==> src/rtl/mult_axi_pkg.sv <==
// mult_axi_pkg: register map, bit indices, response codes and channel FSM states
// shared by the AXI4-Lite front-end of the 4x4 multiplier.
package mult_axi_pkg;
    localparam int ADDR_CTRL    = 'h00;
    localparam int ADDR_OPERAND = 'h04;
    localparam int ADDR_STATUS  = 'h08;
    localparam int ADDR_RESULT  = 'h0C;
    localparam int CTRL_LOAD    = 0;
    localparam int CTRL_START   = 1;
    localparam int STAT_DONE    = 0;
    localparam int STAT_BUSY    = 1;
    localparam logic [1:0] RESP_OKAY   = 2'b00;
    localparam logic [1:0] RESP_SLVERR = 2'b10;
    typedef enum logic {W_IDLE, W_RESP} wr_state_t;
    typedef enum logic {R_IDLE, R_DATA} rd_state_t;
    function automatic logic is_mapped(input int addr);
        return addr <= ADDR_RESULT + 3;
    endfunction
endpackage

==> src/rtl/mult_axi_regs.sv <==
// mult_axi_regs: register file, LOAD/START pulse generation and i_done rising-edge
// capture (DONE/BUSY/RESULT) behind the AXI4-Lite channel FSMs.
module mult_axi_regs
    import mult_axi_pkg::*;
#(
    parameter int C_ADDR_W  = 5,
    parameter int C_DATA_W  = 32,
    parameter int OPERAND_W = 4
) (
    input  logic                   clk,
    input  logic                   rst_n,
    input  logic                   wr_en,
    input  logic [C_ADDR_W-1:0]    wr_addr,
    input  logic [C_DATA_W-1:0]    wr_data,
    input  logic [C_DATA_W/8-1:0]  wr_strb,
    input  logic [C_ADDR_W-1:0]    rd_addr,
    output logic [C_DATA_W-1:0]    rd_data,
    output logic                   load,
    output logic                   start,
    output logic [OPERAND_W-1:0]   a,
    output logic [OPERAND_W-1:0]   b,
    input  logic                   mult_done,
    input  logic [2*OPERAND_W-1:0] mult_p
);
    localparam int PW = 2 * OPERAND_W;
    logic done_q, done, busy, rise, byte0_wr, ctrl_wr, load_ok, start_ok, w1c, unused;
    logic [PW-1:0] result;
    int wr_word, rd_word;
    assign wr_word  = int'(wr_addr[C_ADDR_W-1:2]);
    assign rd_word  = int'(rd_addr[C_ADDR_W-1:2]);
    assign rise     = mult_done & ~done_q;
    assign byte0_wr = wr_en & wr_strb[0];
    assign ctrl_wr  = byte0_wr & (wr_word == ADDR_CTRL / 4);
    // Control writes are dropped entirely while the core is busy.
    assign load_ok  = ctrl_wr & wr_data[CTRL_LOAD] & ~busy;
    assign start_ok = ctrl_wr & wr_data[CTRL_START] & ~busy;
    assign w1c      = byte0_wr & (wr_word == ADDR_STATUS / 4) & wr_data[STAT_DONE];
    assign rd_data  = (rd_word == ADDR_OPERAND / 4) ? C_DATA_W'({b, a}) :
                      (rd_word == ADDR_STATUS / 4)  ? C_DATA_W'({busy, done}) :
                      (rd_word == ADDR_RESULT / 4)  ? C_DATA_W'(result) : '0;
    assign unused   = ^{wr_addr[1:0], rd_addr[1:0], wr_data[C_DATA_W-1:PW], wr_strb[C_DATA_W/8-1:1]};
    always_ff @(posedge clk or negedge rst_n)
        if (!rst_n) begin
            done_q <= 1'b0;
            load   <= 1'b0;
            start  <= 1'b0;
            a      <= '0;
            b      <= '0;
            busy   <= 1'b0;
            done   <= 1'b0;
            result <= '0;
        end else begin
            done_q <= mult_done;
            load   <= load_ok;
            start  <= start_ok;
            if (byte0_wr && wr_word == ADDR_OPERAND / 4)
                {b, a} <= wr_data[PW-1:0];
            busy   <= start_ok ? 1'b1 : rise ? 1'b0 : busy;
            done   <= rise ? 1'b1 : (start_ok | w1c) ? 1'b0 : done;
            if (rise)
                result <= mult_p;
        end
endmodule

==> src/rtl/mult_axi4lite_slave.sv <==
// mult_axi4lite_slave: AXI4-Lite front-end for the 4x4 multiplier (write and read FSMs).
// Define MULT_AXI_SLVERR_EN to answer unmapped offsets with SLVERR instead of OKAY.
module mult_axi4lite_slave
    import mult_axi_pkg::*;
#(
    parameter int C_ADDR_W  = 5,
    parameter int C_DATA_W  = 32,
    parameter int OPERAND_W = 4
) (
    input  logic                   i_clk,
    input  logic                   i_rst_n,
    input  logic [C_ADDR_W-1:0]    s_axi_awaddr,
    input  logic                   s_axi_awvalid,
    output logic                   s_axi_awready,
    input  logic [C_DATA_W-1:0]    s_axi_wdata,
    input  logic [C_DATA_W/8-1:0]  s_axi_wstrb,
    input  logic                   s_axi_wvalid,
    output logic                   s_axi_wready,
    output logic [1:0]             s_axi_bresp,
    output logic                   s_axi_bvalid,
    input  logic                   s_axi_bready,
    input  logic [C_ADDR_W-1:0]    s_axi_araddr,
    input  logic                   s_axi_arvalid,
    output logic                   s_axi_arready,
    output logic [C_DATA_W-1:0]    s_axi_rdata,
    output logic [1:0]             s_axi_rresp,
    output logic                   s_axi_rvalid,
    input  logic                   s_axi_rready,
    output logic                   o_load,
    output logic                   o_start,
    output logic [OPERAND_W-1:0]   o_A,
    output logic [OPERAND_W-1:0]   o_B,
    input  logic                   i_done,
    input  logic [2*OPERAND_W-1:0] i_P
);
    wr_state_t wstate;
    rd_state_t rstate;
    logic wr_en, rd_en;
    logic [1:0] wr_resp, rd_resp;
    logic [C_DATA_W-1:0] reg_rdata;
    // Ready is combinational so a transfer is accepted the cycle its valids appear.
    assign wr_en         = i_rst_n & (wstate == W_IDLE) & s_axi_awvalid & s_axi_wvalid;
    assign rd_en         = i_rst_n & (rstate == R_IDLE) & s_axi_arvalid;
    assign s_axi_awready = wr_en;
    assign s_axi_wready  = wr_en;
    assign s_axi_arready = rd_en;
`ifdef MULT_AXI_SLVERR_EN
    assign wr_resp = is_mapped(int'(s_axi_awaddr)) ? RESP_OKAY : RESP_SLVERR;
    assign rd_resp = is_mapped(int'(s_axi_araddr)) ? RESP_OKAY : RESP_SLVERR;
`else
    assign wr_resp = RESP_OKAY;
    assign rd_resp = RESP_OKAY;
`endif
    mult_axi_regs #(
        .C_ADDR_W (C_ADDR_W),
        .C_DATA_W (C_DATA_W),
        .OPERAND_W(OPERAND_W)
    ) u_regs (
        .clk      (i_clk),
        .rst_n    (i_rst_n),
        .wr_en    (wr_en),
        .wr_addr  (s_axi_awaddr),
        .wr_data  (s_axi_wdata),
        .wr_strb  (s_axi_wstrb),
        .rd_addr  (s_axi_araddr),
        .rd_data  (reg_rdata),
        .load     (o_load),
        .start    (o_start),
        .a        (o_A),
        .b        (o_B),
        .mult_done(i_done),
        .mult_p   (i_P)
    );
    always_ff @(posedge i_clk or negedge i_rst_n)
        if (!i_rst_n) begin
            wstate       <= W_IDLE;
            s_axi_bvalid <= 1'b0;
            s_axi_bresp  <= RESP_OKAY;
        end else if (wstate == W_IDLE) begin
            if (wr_en) begin
                wstate       <= W_RESP;
                s_axi_bvalid <= 1'b1;
                s_axi_bresp  <= wr_resp;
            end
        end else if (s_axi_bready) begin
            wstate       <= W_IDLE;
            s_axi_bvalid <= 1'b0;
        end
    always_ff @(posedge i_clk or negedge i_rst_n)
        if (!i_rst_n) begin
            rstate       <= R_IDLE;
            s_axi_rvalid <= 1'b0;
            s_axi_rdata  <= '0;
            s_axi_rresp  <= RESP_OKAY;
        end else if (rstate == R_IDLE) begin
            if (rd_en) begin
                rstate       <= R_DATA;
                s_axi_rvalid <= 1'b1;
                s_axi_rdata  <= reg_rdata;
                s_axi_rresp  <= rd_resp;
            end
        end else if (s_axi_rready) begin
            rstate       <= R_IDLE;
            s_axi_rvalid <= 1'b0;
        end
endmodule

==> config.mk <==
export PLATFORM = sky130hd
export DESIGN_NAME = mult_axi4lite_slave
export DESIGN_NICKNAME = d
export VERILOG_FILES = /design/src/rtl/mult_axi_pkg.sv /design/src/rtl/mult_axi_regs.sv /design/src/rtl/mult_axi4lite_slave.sv
export SDC_FILE = /design/constraint.sdc
export NUM_CORES = 1
export LEC_CHECK = 0
export ABC_AREA = 0
export BUFFER_PORTS_ARGS = -buffer_cell sky130_fd_sc_hd__buf_2
export CAP_MARGIN = 40
export CORE_ASPECT_RATIO = 0.9
export CORE_UTILIZATION = 31
export DETAILED_ROUTE_END_ITERATION = 10
export PLACE_DENSITY = 0.74
export SLEW_MARGIN = 5
export SYNTH_ARGS = -nofsm -noshare
export SYNTH_HDL_FRONTEND = slang
export SYNTH_SLANG_ARGS = --single-unit
==> constraint.sdc <==
create_clock -name i_clk -period 1.75 [get_ports i_clk]
set_clock_uncertainty 0.15 [all_clocks]
set_input_delay 0.175 -clock i_clk [delete_from_list [all_inputs] [get_ports i_clk]]
set_output_delay 0.175 -clock i_clk [all_outputs]
set_load 0.03 [all_outputs]
==> results of run 1 <==
-- power groups by stage --
stage	clock network (mW)	registers [mW]	logic [mW]
after global routing	0.600	0.906	0.512
after floorplan	0	1.00	0.247
after global placement	0	0.905	0.437
after detailed placement	0	0.909	0.443
final	0.551	0.894	0.474
after CTS	0.567	0.895	0.479
-- Yosys cell counts (all sizes together), types with 2 or more instances --
cell type	instances	area share (%)
nor2	3	0.70
nand2	11	2.6
nand3b	2	0.94
inv	4	0.94
dfrtp	33	51
a21oi	3	0.94
buf	32	15
a21o	2	1.0
o21ai	7	2.2
nor3b	4	2.2
mux2	17	12
a22oi	6	2.8
and3b	2	1.1
-- what timing repair did --
action / CTS / global route
setup buffers: 1 / 0
hold buffers: 19 / 0
hold endpoints to repair: 51 / 0
endpoints found under the setup margin: 1 / 0
-- routing by layer --
| metal | vias to the layer above | wire [µm] |
|---|---|---|
| met3 | 5 | 174 |
| li1 | 580 | - |
| met1 | 548 | 1510 |
| met2 | 44 | 1710 |
| met5 | - | 0 |
| met4 | 0 | 48 |
-- worst max-delay path: stages (launching register included) --
cell and delay [ps]:
dfrtp_1 390, and4b_1 320, buf_4 160, buf_2 190
-- cells by family (layout without fill, tap and decap cells) --
kind of cell | Yosys count | count (layout)
compound gates | 22 | 22
buf+inv | 37 | 91
flops | 33 | 33
mux | 17 | 17
other cells | 1 | 28
simple gates | 29 | 29
-- flip-flops by register name, summed over array words and instances (netlist names) --
| register | count |
|---|---|
| s_axi_bvalid | 1 |
| rstate | 1 |
| u_regs.b | 4 |
| s_axi_rvalid | 1 |
| u_regs.done | 1 |
| u_regs.done_q | 1 |
| u_regs.result | 8 |
| u_regs.a | 4 |
| s_axi_rdata | 8 |
| u_regs.load | 1 |
| u_regs.start | 1 |
| u_regs.busy | 1 |
| wstate | 1 |
-- layout by cell type, fill, tap and decap left out, types with 4 or more instances in the layout --
master	instances
inv_1	4
buf_4	7
clkbuf_8	5
a22oi_1	6
o21ai_0	7
mux2_2	17
conb_1	28
dfrtp_1	33
nand2_1	11
dlygate4sd3_1	19
buf_2	53
-- layout make-up --
class | count | area (µm²) | area share [%]
multi-input combinational | 96 | 624 | 29.2
tap | 65 | 81.3 | 3.81
clock buffer | 8 | 80.1 | 3.75
sequential | 33 | 826 | 38.7
inverter | 4 | 15.0 | 0.703
timing repair buffer | 79 | 508 | 23.8
-- worst min path at each step --
stage,start,endpoint,cells after the start,slack [ps]
after global placement,i_rst_n,s_axi_rvalid,1,-130
final,s_axi_wdata[0],u_regs.a[0],2,7
after floorplan,i_rst_n,rstate,0,-270
after detailed placement,i_rst_n,s_axi_rvalid,1,-130
after CTS,s_axi_wdata[0],u_regs.a[0],2,0.6
after global routing,s_axi_wdata[0],u_regs.a[0],2,6
==> impl_metrics.py, run 1 <==
metrics = {
    "floorplan": {
        "fp.dieArea_um2": 5470,
        "row_count": 24,
        "start_util_pct": 32.6,
        "die_h_um": 70.3,
        "die_w_um": 77.9,
        "num_io_pins": 113,
        "core_area_um2": 4920,
    },
    "flow_run": {
        "maxCapViolations": 0,
    },
    "worst_hold_path": {
        "hold_class": "in -> reg",
    },
    "logic_synthesis": {
        "async_flop_share_pct": 100,
        "synth_edf_count": 0,
        "synth_compound_area_share_pct": 8.96,
        "yosys_warnings": 0,
        "synth_simple_gate_area_share_pct": 11.5,
        "syn-cell-area_um2": 1610,
        "synth.distinct_cells": 31,
        "synth_ff_type": "dfrtp_1",
        "synthXorXnorAreaFrac_pct": 0,
        "ys_ff_latch": 33,
        "synth_fa_ha_area_share_pct": 0,
        "syn_avg_cell_area_um2": 11.5,
        "yosysSeqAreaShare_pct": 51.4,
        "postSynthCellCount": 139,
        "synth_top_family_by_area": "buffers and inverters",
        "muxShareOfSynthArea_pct": 11.9,
    },
    "clock_network": {
        "cts_resized": 0,
        "cts.reportedPaths.clkPinSlew_ps": 70,
        "cts_buffers": 5,
        "tritoncts": "yes",
        "clockRootBuffer": "clkbuf_8",
        "cts_max_level": 2,
        "numClockSinks": 33,
        "clk_latency_ps": 280,
        "clock_path_buffers": 2,
    },
    "power_and_ir_drop": {
        "p_per_area_nw_per_um2": 899,
        "fin_total_pwr_mw": 1.92,
        "seq_power_share_pct": 46.6,
        "pwr-share-clk_pct": 28.7,
        "p_sw_share_pct": 32.3,
        "leakagePower_nw": 1.10,
        "p_sw_mw": 0.619,
        "intPower_mw": 1.30,
        "peakVddDrop_v": 0.000561,
        "pwr-share-comb_pct": 24.7,
    },
    "finish": {
        "area_growth_pct": 33.0,
        "fin_nets": 281,
        "final_core_util_pct": 43.3,
        "fillers": 501,
        "drive_gt1_share_pct": 38.6,
        "fin_cells": 285,
        "final_area_um2": 2130,
        "diodes": 0,
    },
    "global_routing": {
        "grt_pass1_wl_um": 5750,
        "grt_pass1_vias": 1213,
        "busiest_layer": "met2",
        "overflow": 0,
        "grt_use_met2_pct": 25.0,
        "grt_max_degree": 21,
        "antenna_found_initial": 0,
        "grt_util_met3_pct": 4.05,
        "gr-usage-met1_pct": 16.5,
        "grtUsageTotal_pct": 14.2,
    },
    "sta": {
        "rsz0062_at_grt": "no",
        "fin_crit_sh_pct": 95.5,
        "finalMaxSlewViolations": 0,
        "setup_slack_ps": 79.4,
        "finalSetupViolations": 0,
        "max_freq_ghz": 0.599,
        "hold-worst-slack_ps": 6.99,
        "hold_violations": 0,
        "min_period_ps": 1670,
        "fin_setup_tns_ps": 0,
    },
    "drt": {
        "drt_wl_total_um": 3440,
        "first_pass_iters": 2,
        "drtAntennaViolNets": 0,
        "routedWlPerCell_um": 12.1,
        "drc": 0,
        "vias_per_cell": 4.13,
        "drt-initial-drc-count": 35,
        "vias": 1177,
    },
    "placed_design": {
        "place_inst": 257,
        "routabilityCongestion": 0.769,
        "portBuffers": 53,
        "pre_cts_slack_ps": 181,
        "dp_hpwl_um": 2440,
        "dpl_cell_area_um2": 1860,
    },
    "critical_path": {
        "cp_max_fo": 6,
        "arrival_ps": 1350,
        "worstSetupEndpointType": "output port",
        "required_ps": 1420,
        "r2r-end": "u_regs.b[0]",
        "ff2ff_path_depth": 3,
        "r2r_slack_ps": 220,
        "critPathCapture": "s_axi_awready",
        "r2r_start": "wstate",
        "crit_path_start_kind": "flop",
        "critPathLaunch": "wstate",
        "path_class": "reg -> out",
    },
    "status": {
        "outcome": "finished, final reports clean",
    },
}
No activity file was read; power rests on OpenSTA's default activity.
==> inputs of run 2 (changes only) <==
--- a/config.mk
+++ b/config.mk
@@ -10,7 +10,7 @@
 export CAP_MARGIN = 40
 export CORE_ASPECT_RATIO = 0.9
-export CORE_UTILIZATION = 31
+export CORE_UTILIZATION = 41
 export DETAILED_ROUTE_END_ITERATION = 10
-export PLACE_DENSITY = 0.74
+export PLACE_DENSITY = 0.91
 export SLEW_MARGIN = 5
 export SYNTH_ARGS = -nofsm -noshare
==> constraint.sdc (replaced) <==
create_clock -name i_clk -period 1.75 [get_ports i_clk]
set_clock_uncertainty 0.15 [all_clocks]
set_input_delay 0.35 -clock i_clk [delete_from_list [all_inputs] [get_ports i_clk]]
set_output_delay 0.35 -clock i_clk [all_outputs]
set_load 0.03 [all_outputs]
==> run 2 against run 1 <==
Die area shrank 24%; sequential share of layout area grew 4.3 points; flip-flop and latch count is the same; worst setup slack lost 16 ps; first-iteration DRC count grew 2.9%; utilization grew 8.2 points; global-route usage grew 2.8 points; critical path depth shrank 1; via count shrank 3.0%; combinational power shrank 7.2%; critical endpoint is now s_axi_wready.
==> impl_metrics.py, run 2 (synthesis results as in run 1) <==
metrics = {
    "clock_network": {
        "clk_latency_ps": 280,
        "clock_path_buffers": 2,
        "tritoncts": "yes",
        "cts.reportedPaths.clkPinSlew_ps": 70,
        "cts_buffers": 5,
        "cts_max_level": 2,
        "holdBufCountCts": 0,
        "numClockSinks": 33,
        "clockRootBuffer": "clkbuf_8",
    },
    "finish": {
        "drive_gt1_share_pct": 44.0,
        "layout_commonest_cell": "buf_2",
        "final_cell_mix": "buf_2 (52), dfrtp_1 (33), conb_1 (28), mux2_2 (17), nand2_1 (11)",
        "area_growth_pct": 19.8,
        "fillers": 332,
        "largestRegisters": "s_axi_rdata x8, u_regs.result x8",
        "final_core_util_pct": 51.5,
        "diodes": 0,
        "fin_cells": 246,
        "fin_nets": 261,
    },
    "sta": {
        "hold_violations": 0,
        "finalSetupViolations": 0,
        "finalMaxSlewViolations": 0,
        "rsz0062_at_grt": "no",
        "fin_crit_sh_pct": 96.4,
        "max_freq_ghz": 0.593,
        "min_period_ps": 1690,
        "hold-worst-slack_ps": 1.82,
        "fin_setup_tns_ps": 0,
        "setup_slack_ps": 63.1,
    },
    "flow_run": {
        "maxCapViolations": 0,
    },
    "drt": {
        "drc": 0,
        "drt_wl_total_um": 3160,
        "routedWlPerCell_um": 12.8,
        "drt-initial-drc-count": 36,
        "drtAntennaViolNets": 0,
        "first_pass_iters": 5,
        "vias": 1142,
        "vias_per_cell": 4.64,
    },
    "placed_design": {
        "place_inst": 237,
        "portBuffers": 53,
        "dp_hpwl_um": 2410,
        "pre_cts_slack_ps": 30.2,
        "routabilityCongestion": 0.843,
    },
    "global_routing": {
        "grtUsageTotal_pct": 17.0,
        "overflow": 0,
        "antenna_found_initial": 0,
        "grt_pass1_wl_um": 4950,
        "grt_pass1_vias": 1020,
        "grt_max_degree": 34,
    },
    "floorplan": {
        "die_h_um": 61.4,
        "core_area_um2": 3730,
        "num_io_pins": 113,
        "row_count": 21,
        "fp.dieArea_um2": 4170,
        "die_w_um": 68.0,
        "start_util_pct": 43.0,
    },
    "critical_path": {
        "required_ps": 1250,
        "arrival_ps": 1190,
        "crit_path_start_kind": "flop",
        "cp_max_fo": 3,
        "worstSetupEndpointType": "output port",
        "path_class": "reg -> out",
    },
    "power_and_ir_drop": {
        "leakagePower_nw": 1.02,
        "peakVddDrop_v": 0.000557,
        "p_per_area_nw_per_um2": 979,
    },
    "worst_hold_path": {
        "hold_class": "in -> async",
    },
    "status": {
        "outcome": "finished, final reports clean",
    },
}
[run 2: report_power, final]
group          switching, mW  total [mW]  internal (mW)
Clock                  0.273       0.547          0.274
Sequential            0.0491       0.896          0.847
Combinational          0.299       0.440          0.141
Total                  0.620        1.88           1.26
[run 2: routing by layer]
layer / vias to the layer above / track usage, % / share of wire, %
met1: 532 / 21.9 / 41
met4: 0 / 5.65 / 0.41
met3: 2 / 5.74 / 7.7
met2: 66 / 26.9 / 50
met5: - / 0 / 0
li1: 542 / - / -
[run 2: path summary, 6_finish.rpt]
check	from	end	slack (ps)	cells after the start
max	wstate	s_axi_wready	60	2
min	i_rst_n	s_axi_rdata[1]	2	2
max reg2reg	wstate	u_regs.b[3]	80	4
min reg2reg	wstate	s_axi_bvalid	320	1
max in group asynchronous	i_rst_n	u_regs.load	1150	2
min in group i_clk	i_done	u_regs.done_q	30	1
[run 2: final cells by class]
cell class | count | area (µm²) | share of cell area (%)
tap | 46 | 57.6 | 2.99
multi-input combinational | 96 | 626 | 32.5
sequential | 33 | 826 | 42.9
timing repair buffer | 59 | 313 | 16.3
clock buffer | 5 | 68.8 | 3.58
clock inverter | 3 | 17.5 | 0.911
inverter | 4 | 15.0 | 0.781
[run 2: critical path, stage by stage (launching register included)]
cell,delay (ps)
dfrtp_1,390
and4b_2,310
buf_2,200
[run 2: per-stage QoR]
| stage | area, µm² | power (mW) |
|---|---|---|
| after global placement | 1830 | 1.34 |
| after floorplan | 1710 | 1.25 |
| final | 1920 | 1.88 |
| after detailed placement | 1830 | 1.35 |
| after global routing | 1920 | 1.98 |
| after CTS | 1920 | 1.90 |
[run 2: what timing repair did]
action	4_1_cts	5_1_grt
setup endpoints to repair	2	0
setup buffers	1	0
gates resized for setup	2	0
==> inputs of run 3 (changes only) <==
PLACE_DENSITY = 0.81   (was 0.91)
==> run 3 against run 2 <==
Cell area increased by 1.1%; fmax is 2.3% higher; clock power down 0.9%; cell count grew 1.2%; highest routed layer unchanged; largest power group unchanged; wire length decreased by 4.4%; via count decreased by 1.1%; critical path depth is the same; critical endpoint unchanged.
==> impl_metrics.py, run 3 (synthesis results as in run 1) <==
metrics = {
    "floorplan": {
        "num_io_pins": 113,
        "die_h_um": 61.4,
        "fp.dieArea_um2": 4170,
        "core_area_um2": 3730,
        "row_count": 21,
        "die_w_um": 68.0,
        "start_util_pct": 43.0,
    },
    "critical_path": {
        "cp_slowest_cell": "dfrtp_1",
        "r2r-end": "u_regs.start",
        "crit_path_start_kind": "flop",
        "required_ps": 1250,
        "ff2ff_path_depth": 5,
        "critPathCapture": "s_axi_wready",
        "cpPeakStageDelay_ps": 390,
        "cp_max_fo": 3,
        "cp.buffers_inverters": 1,
        "r2r_start": "wstate",
        "arrival_ps": 1150,
        "path_class": "reg -> out",
        "r2r_slack_ps": 110,
        "critPathLaunch": "wstate",
        "crit_family": "flip-flops",
        "worstSetupEndpointType": "output port",
        "cp.depth": 2,
        "path_cells": "and4b_2 > buf_4",
    },
    "placed_design": {
        "routabilityCongestion": 0.845,
        "dp_hpwl_um": 2270,
        "portBuffers": 53,
    },
    "power_and_ir_drop": {
        "seq_power_share_pct": 47.8,
        "p_sw_mw": 0.614,
        "pwr-share-clk_pct": 28.8,
        "intPower_mw": 1.27,
        "p_per_area_nw_per_um2": 968,
        "pwr-share-comb_pct": 23.5,
        "p_sw_share_pct": 32.6,
        "peakVddDrop_v": 0.000559,
        "leakagePower_nw": 1.04,
    },
    "finish": {
        "final_cell_mix": "buf_2 (51), dfrtp_1 (33), conb_1 (28), mux2_2 (17)",
        "drive_gt1_share_pct": 44.3,
        "layout_commonest_cell": "buf_2",
        "largestRegisters": "s_axi_rdata x8, u_regs.result x8",
        "diodes": 0,
        "fin_nets": 264,
        "area_growth_pct": 21.1,
    },
    "clock_network": {
        "cts_buffers": 5,
        "clk_latency_ps": 290,
        "tritoncts": "yes",
        "cts_max_level": 2,
        "clockRootBuffer": "clkbuf_8",
        "clock_path_buffers": 2,
        "numClockSinks": 33,
        "cts.reportedPaths.clkPinSlew_ps": 60,
        "holdBufCountCts": 0,
    },
    "sta": {
        "rsz0062_at_grt": "no",
        "fin_setup_tns_ps": 0,
        "hold_violations": 0,
        "hold-worst-slack_ps": 27.7,
        "min_period_ps": 1650,
        "finalMaxSlewViolations": 0,
        "fin_crit_sh_pct": 94.3,
        "max_freq_ghz": 0.606,
        "finalSetupViolations": 0,
    },
    "global_routing": {
        "grt_pass1_vias": 1022,
        "antenna_found_initial": 0,
        "grt_pass1_wl_um": 4950,
        "grtUsageTotal_pct": 17.3,
        "overflow": 0,
        "grt_max_degree": 34,
    },
    "drt": {
        "vias": 1129,
        "routedWlPerCell_um": 12.1,
        "first_pass_iters": 4,
        "drt_wl_total_um": 3020,
        "wl_met2_um": 1440,
        "dr_wl_met3_um": 223,
        "vias_per_cell": 4.53,
        "drt-initial-drc-count": 14,
        "wl_met1_um": 1310,
        "drtAntennaViolNets": 0,
        "top_layer": "met4",
        "drc": 0,
    },
    "worst_hold_path": {
        "whs_path_depth": 1,
        "hold_class": "in -> reg",
    },
    "status": {
        "outcome": "finished, final reports clean",
    },
    "flow_run": {
        "maxCapViolations": 0,
    },
}
-- run 3: how the worst min path moves through the flow --
| stage | start | endpoint | slack [ps] |
|---|---|---|---|
| final | i_done | u_regs.done_q | 30 |
| after CTS | i_done | u_regs.done_q | 20 |
| after detailed placement | s_axi_rvalid | s_axi_rvalid | 310 |
| after floorplan | i_rst_n | rstate | -100 |
| after global placement | wstate | s_axi_bvalid | 300 |
| after global routing | i_done | u_regs.done_q | 20 |
-- run 3: power groups by stage --
| stage | Sequential [mW] | Combinational [mW] | Clock, mW |
|---|---|---|---|
| floorplan | 1.00 | 0.247 | 0 |
| global placement | 0.909 | 0.434 | 0 |
| detailed placement | 0.914 | 0.440 | 0 |
| CTS | 0.900 | 0.445 | 0.558 |
| global route | 0.911 | 0.485 | 0.587 |
| finish | 0.899 | 0.442 | 0.542 |
-- run 3: what timing repair did --
action	CTS	global route
gates resized for setup	3	0
endpoints found under the setup margin	2	0
buffers inserted	2	0
-- run 3: metrics by stage --
| stage | area (µm²) | power, mW | worst slack (ps) | util, % | std cells |
|---|---|---|---|---|---|
| 2_1_floorplan | 1710 | 1.25 | 158 | - | 166 |
| 3_3_place_gp | 1840 | 1.34 | 98.1 | 49.3 | 239 |
| 3_5_place_dp | 1840 | 1.35 | 54.2 | 49.3 | 239 |
| 4_1_cts | 1940 | 1.90 | 92.7 | 52.1 | 249 |
| 5_1_grt | 1940 | 1.98 | 35.0 | 52.1 | 249 |
| 6_report | 1940 | 1.88 | 100 | 52.1 | 249 |
-- run 3: worst register-to-register path: stages, from the launching register on --
cell and delay [ps]:
dfrtp_1 390, and4b_2 310, buf_4 140, buf_4 110
nand4b_1 160, nor3b_1 280
-- run 3: area by class of cell --
| class | count | area (µm²) |
|---|---|---|
| clock inverters | 2 | 10.0 |
| inverters | 4 | 15.0 |
| clock buffers | 6 | 72.6 |
| flip-flops and latches | 33 | 826 |
| fillers | 355 | 1790 |
| multi-input cells | 96 | 626 |
| well taps | 46 | 57.6 |
| repair buffers | 62 | 338 |
-- run 3: routing by layer --
layer  track usage, %  up-vias
met5                0        -
met4             8.04        0
met3             6.30        6
met2             26.2       49
met1             22.2      526
li1                 -      548
